[src/rtl/fifo_to_axis_pkg.sv]
// Shared encodings and field positions for the FIFO-to-AXI-Stream beat assembler.
// Combinational helpers only; no latency or backpressure of their own.
package fifo_to_axis_pkg;

   typedef enum logic {
      RD_TUSER = 1'b0,
      RD_PKT   = 1'b1
   } state_t;

   localparam int LANE_W  = 9;
   localparam int LANES   = 8;
   localparam int LEN_LSB = 0;
   localparam int LEN_MSB = 15;

   // A zero-length packet still occupies one beat on the wire.
   function automatic logic [15:0] beats_of(input logic [15:0] len, input int bytes_per_beat);
      int n;
      n = (int'(len) + bytes_per_beat - 1) / bytes_per_beat;
      if (n == 0) n = 1;
      return 16'(n);
   endfunction

endpackage

[src/rtl/fifo_to_axis_out_reg.sv]
// One-deep AXI-Stream output register; loads in the same cycle as the beat completes.
// Holds all payload fields while tvalid && !tready; room when empty or being drained.
module fifo_to_axis_out_reg #(
   parameter int DW = 256,
   parameter int UW = 128
) (
   input  logic          clk,
   input  logic          rst,
   input  logic          sw_rst,
   input  logic          load,
   input  logic [DW-1:0] ld_dat,
   input  logic [DW/8-1:0] ld_strb,
   input  logic [UW-1:0] ld_user,
   input  logic          ld_last,
   output logic          room,
   output logic [DW-1:0] tdata,
   output logic [DW/8-1:0] tstrb,
   output logic [UW-1:0] tuser,
   output logic          tlast,
   output logic          tvalid,
   input  logic          tready
);

   assign room = !tvalid || tready;

   always_ff @(posedge clk or posedge rst) begin
      if (rst) begin
         tdata  <= '0;
         tstrb  <= '0;
         tuser  <= '0;
         tlast  <= 1'b0;
         tvalid <= 1'b0;
      end else if (sw_rst) begin
         tdata  <= '0;
         tstrb  <= '0;
         tuser  <= '0;
         tlast  <= 1'b0;
         tvalid <= 1'b0;
      end else if (load && room) begin
         tdata  <= ld_dat;
         tstrb  <= ld_strb;
         tuser  <= ld_user;
         tlast  <= ld_last;
         tvalid <= 1'b1;
      end else if (tready) begin
         tvalid <= 1'b0;
      end
   end

endmodule

[src/rtl/fifo_to_axis.sv]
// Packs 72-bit {strb,byte} FIFO words into AXI-Stream beats; first beat of each packet is tuser.
// tvalid one cycle after the last word pop; pops stall only on the final word when the output register is full.
module fifo_to_axis
   import fifo_to_axis_pkg::*;
#(
   parameter int C_M_AXIS_DATA_WIDTH  = 256,
   parameter int C_M_AXIS_TUSER_WIDTH = 128,
   parameter int FIFO_DATA_WIDTH      = 72
) (
   input  logic                              axi_aclk,
   input  logic                              axi_areset,
   input  logic                              sw_rst,
   input  logic [FIFO_DATA_WIDTH-1:0]        fifo_dout,
   input  logic                              fifo_empty,
   output logic                              fifo_rd_en,
   output logic [C_M_AXIS_DATA_WIDTH-1:0]    m_axis_tdata,
   output logic [C_M_AXIS_DATA_WIDTH/8-1:0]  m_axis_tstrb,
   output logic [C_M_AXIS_TUSER_WIDTH-1:0]   m_axis_tuser,
   output logic                              m_axis_tvalid,
   input  logic                              m_axis_tready,
   output logic                              m_axis_tlast
);

   localparam int DW    = C_M_AXIS_DATA_WIDTH;
   localparam int UW    = C_M_AXIS_TUSER_WIDTH;
   localparam int WPB   = DW / 64;
   localparam int IDX_W = (WPB > 1) ? $clog2(WPB) : 1;

   state_t           state;
   logic [IDX_W-1:0] word_idx;
   logic [DW-1:0]    asm_dat;
   logic [DW/8-1:0]  asm_strb;
   logic [UW-1:0]    tuser_q;
   logic [15:0]      beats_left;

   logic [63:0]      word_dat;
   logic [7:0]       word_strb;
   logic [DW-1:0]    beat_dat;
   logic [DW/8-1:0]  beat_strb;
   logic             last_word;
   logic             out_room;
   logic             pop;
   logic             load;

   always_comb begin
      word_dat  = '0;
      word_strb = '0;
      for (int j = 0; j < LANES; j++) begin
         word_dat[8*j +: 8] = fifo_dout[LANE_W*j +: 8];
         word_strb[j]       = fifo_dout[LANE_W*j + 8];
      end
      // The beat seen by the capture/load logic already includes the word being popped.
      beat_dat  = asm_dat;
      beat_strb = asm_strb;
      beat_dat[int'(word_idx)*64 +: 64] = word_dat;
      beat_strb[int'(word_idx)*8 +: 8]  = word_strb;
   end

   assign last_word  = (word_idx == IDX_W'(WPB - 1));
   assign pop        = !fifo_empty && !axi_areset && !sw_rst &&
                       (!last_word || state == RD_TUSER || out_room);
   assign fifo_rd_en = pop;
   assign load       = pop && last_word && state == RD_PKT;

   always_ff @(posedge axi_aclk or posedge axi_areset) begin
      if (axi_areset) begin
         state      <= RD_TUSER;
         word_idx   <= '0;
         asm_dat    <= '0;
         asm_strb   <= '0;
         tuser_q    <= '0;
         beats_left <= '0;
      end else if (sw_rst) begin
         state      <= RD_TUSER;
         word_idx   <= '0;
         asm_dat    <= '0;
         asm_strb   <= '0;
         tuser_q    <= '0;
         beats_left <= '0;
      end else if (pop) begin
         asm_dat  <= beat_dat;
         asm_strb <= beat_strb;
         word_idx <= last_word ? '0 : word_idx + 1'b1;
         if (last_word) begin
            case (state)
               RD_TUSER: begin
                  tuser_q    <= beat_dat[UW-1:0];
                  beats_left <= beats_of(beat_dat[LEN_MSB:LEN_LSB], DW / 8);
                  state      <= RD_PKT;
               end
               RD_PKT: begin
                  beats_left <= beats_left - 16'd1;
                  if (beats_left == 16'd1) state <= RD_TUSER;
               end
               default: state <= RD_TUSER;
            endcase
         end
      end
   end

   fifo_to_axis_out_reg #(
      .DW (DW),
      .UW (UW)
   ) u_out_reg (
      .clk     (axi_aclk),
      .rst     (axi_areset),
      .sw_rst  (sw_rst),
      .load    (load),
      .ld_dat  (beat_dat),
      .ld_strb (beat_strb),
      .ld_user (tuser_q),
      .ld_last (beats_left == 16'd1),
      .room    (out_room),
      .tdata   (m_axis_tdata),
      .tstrb   (m_axis_tstrb),
      .tuser   (m_axis_tuser),
      .tlast   (m_axis_tlast),
      .tvalid  (m_axis_tvalid),
      .tready  (m_axis_tready)
   );

endmodule

[config.mk]
export PLATFORM = sky130hd
export DESIGN_NAME = fifo_to_axis
export DESIGN_NICKNAME = d
export VERILOG_FILES = /design/src/rtl/fifo_to_axis_pkg.sv /design/src/rtl/fifo_to_axis_out_reg.sv /design/src/rtl/fifo_to_axis.sv
export SDC_FILE = /design/constraint.sdc
export NUM_CORES = 2
export LEC_CHECK = 0
export BUFFER_PORTS_ARGS = -buffer_cell sky130_fd_sc_hd__clkbuf_2
export CORE_ASPECT_RATIO = 0.8
export CORE_UTILIZATION = 59
export CTS_CLUSTER_DIAMETER = 120
export CTS_CLUSTER_SIZE = 16
export DETAILED_ROUTE_END_ITERATION = 10
export PLACE_DENSITY = 0.81
export SYNTH_ARGS = -nofsm -noshare
export SYNTH_HDL_FRONTEND = slang
export SYNTH_HIERARCHICAL = 1
export SYNTH_SLANG_ARGS = --single-unit
[constraint.sdc]
create_clock -name axi_aclk -period 13.68 [get_ports axi_aclk]
set_input_delay 0 -clock axi_aclk [delete_from_list [all_inputs] [get_ports axi_aclk]]
set_output_delay 0 -clock axi_aclk [all_outputs]
set_load 0.02 [all_outputs]
==> out/metrics.cfg <==
[layout]
fin_nets = 4666
area_delta_synth_final_pct = 10.3
n_fill_cell = 5545
fin_area_um2 = 46200
instances_no_fill = 5519
drive_gt1_share_pct = 24.4
final_util_pct = 65.6

[timing]
hold_violations = 0
clock.fmax_mhz = 189
post-route-period-util_pct = 38.7
setup_violations = 0
worst_slew_pin_slew_ps = 1350
rsz0062_at_grt = false
slew_headroom_pct = 9.93
setup_ws_ps = 8390
maxSlewViolCount = 0
whs_ps = 20.5
clock_skew_ps = 14.6
setup-tns-final_ps = 0
period_minus_slack_ps = 5290

[yosys]
synth_fp_nets = 4423
ys_top_cells_by_area = dfrtp_1 51%, a21bo_2 8.0%, a21oi_1 5.9%
synth-edff-count = 0
synth.distinct_cells = 53
synthArstFlopShare_pct = 100
yosysTopAreaCell = dfrtp_1
syn_area_per_cell_um2 = 9.66
synth-seq-area-share_pct = 50.9
yosys-top-cells-count = 853 x dfrtp_1, 496 x a21oi_1, 425 x nand3_1
syn_area_um2 = 41900
syn_inst = 4339
synth_most_common_cell = dfrtp_1
yosys_warnings = 6
ys.flop_type = dfrtp_1
yosys.area.top_type_share_pct = 50.9
ys_seq_elements = 853

[global_routing]
grt_start_max_net_pins = 254
overflow = 0
grt_pass1_vias = 31300
grt_usage_pct = 33.1
antenna_found_initial = 2
grt_pass1_wl_mm = 186

[cts]
cts.sinks = 853
ctsResizeCount = 0
clk_path_buf_depth = 3
cts_tree = yes
cts_max_level = 2
clock_tree.root_cell = clkbuf_16
clkTransAtPathRegs_ps = 80
cts_buffers = 59
cts_hold_buf = 68
clk_latency_ps = 640
cts_setup_buffers = 0

[critical_path]
startpoint = u_out_reg/tvalid$_DFFE_PP0P_
critPathMaxFanout = 195
crit_required_ps = 14140
crit_path_start_kind = flop
r2r_setup_slack_ps = 8390
r2r_start = u_out_reg/tvalid$_DFFE_PP0P_
crit_arrival_ps = 5760
cp-endpoint = u_out_reg/tdata[229]$_DFFE_PP0P_
worstReg2RegEnd = u_out_reg/tdata[229]$_DFFE_PP0P_
endpoint_kind = flop
rr_worst_depth = 9
worstSetupPathType = reg -> reg

[pwr]
p_comb_share_pct = 7.0
p_per_area_nw_per_um2 = 97.3
irDropWorstVdd_uv = 100
p_seq_share_pct = 56.5
p_int_mw = 3.38
clock_power_share_pct = 36.5
p_leak_nw = 21.9
power_mw = 4.50
switchingPower_mw = 1.12
swShare_pct = 24.8

[routing]
firstDrtPassIters = 5
postRouteAntennaNets = 0
vias = 33900
remaining_drc_errors = 0
drtIter0Drc = 4169
wl_mm = 122
viasPerCell = 6.13
wl_per_cell_um = 22.1

[place]
pre_cts_ws_ps = 8580
hpwl_mm = 75.8
gp_congestion = 0.882
io_buffers = 495
dp.cells = 5387
placed_area_um2 = 44000

[floorplan]
ios = 496
start_util_pct = 59.5
core_um2 = 70400
dieArea_um2 = 72100
rows = 87
die_x_um = 300
die_h_um = 240

[hold_path]
hold_path_class = in -> reg
whs_path_depth = 5

[outcome]
status = finished, final reports clean

[job]
maxCapViolations = 0

==> kinds of logic after synthesis <==
logic type	Yosys count	synth area share (%)
AO/OA/AOI/OAI	1432	23.3
AND/OR/NAND/NOR	1156	13.6
flip-flops	853	50.9
buffers and inverters	721	7.49
multiplexers	160	4.30
XOR/XNOR	10	0.209
adder cells (fa/ha/maj)	7	0.209
==> registers in the layout, summed over array words and instances, names as in the netlist <==
name              cells
word_idx              2
u_out_reg/tstrb      32
u_out_reg/tuser     128
u_out_reg/tvalid      1
tuser_q             128
u_out_reg/tlast       1
u_out_reg/tdata     256
state                 1
asm_dat             256
asm_strb             32
beats_left           16
==> worst min-delay path by stage <==
stage	startpoint	endpoint	slack (ps)
after floorplan	fifo_dout[70]	asm_dat[127]$_DFFE_PP0P_	220
after global routing	fifo_dout[7]	u_out_reg/tdata[199]$_DFFE_PP0P_	40
after CTS	fifo_dout[7]	u_out_reg/tdata[135]$_DFFE_PP0P_	2
after detailed placement	axi_areset	u_out_reg/tuser[2]$_DFFE_PP0P_	320
after global placement	axi_areset	u_out_reg/tuser[2]$_DFFE_PP0P_	340
final	fifo_dout[6]	u_out_reg/tdata[134]$_DFFE_PP0P_	20
==> placed cells by master (no fill, tap or decap), types with 3 or more instances in the layout <==
master and count:
inv_1 296, a31oi_1 8, and4bb_2 3, clkbuf_16 61, nand3_1 425, o221ai_1 4
nor3_1 9, o21ai_0 313, buf_4 34, a211oi_1 126, nand2_1 182, a21bo_2 336
mux2_2 160, nor4_1 3, dfrtp_1 853, dlygate4sd3_1 68, nor2b_1 72, o31ai_1 3
buf_12 6, a21oi_1 496, ha_2 3, nand3b_1 129, inv_8 3, a21bo_1 81
clkbuf_2 494, ha_1 4, and2b_1 3, nor2_1 309, a22oi_1 54, xnor2_1 10
or3_1 3
==> critical path, cell delays in order (launching register included) <==
cell	delay [ps]
dfrtp_1	420
nand2b_4	620
nand2b_1	210
and3_1	230
nand2_1	350
inv_8	760
buf_4	950
buf_4	870
a21bo_2	260
a21oi_1	80
==> per-layer routing <==
metal	vias up	track usage [%]	part of all wire (%)
met5	-	0	0.012
met4	2	10.9	3.1
met3	236	9.11	10
met2	1548	45.4	43
met1	16700	50.3	44
li1	15400	-	-
==> cell type report <==
type / count / area (µm²) / area share, %
flip-flops and latches: 853 / 21300 / 46.2
multi-input cells: 2765 / 17500 / 37.8
repair buffers: 603 / 3540 / 7.66
clock buffers: 61 / 1530 / 3.30
well taps: 934 / 1170 / 2.53
inverters: 300 / 1150 / 2.48
clock inverters: 1 / 16.3 / 0.0352
diodes: 2 / 5.00 / 0.0108
==> power by group through the flow <==
stage | Sequential, mW | Combinational (mW) | Clock, mW
5_1_grt | 2.54 | 0.338 | 1.76
6_report | 2.54 | 0.315 | 1.64
2_1_floorplan | 2.59 | 0.168 | 0
3_3_place_gp | 2.59 | 0.293 | 0
3_5_place_dp | 2.59 | 0.295 | 0
4_1_cts | 2.54 | 0.310 | 1.67
(Power assumes the default switching activity.)
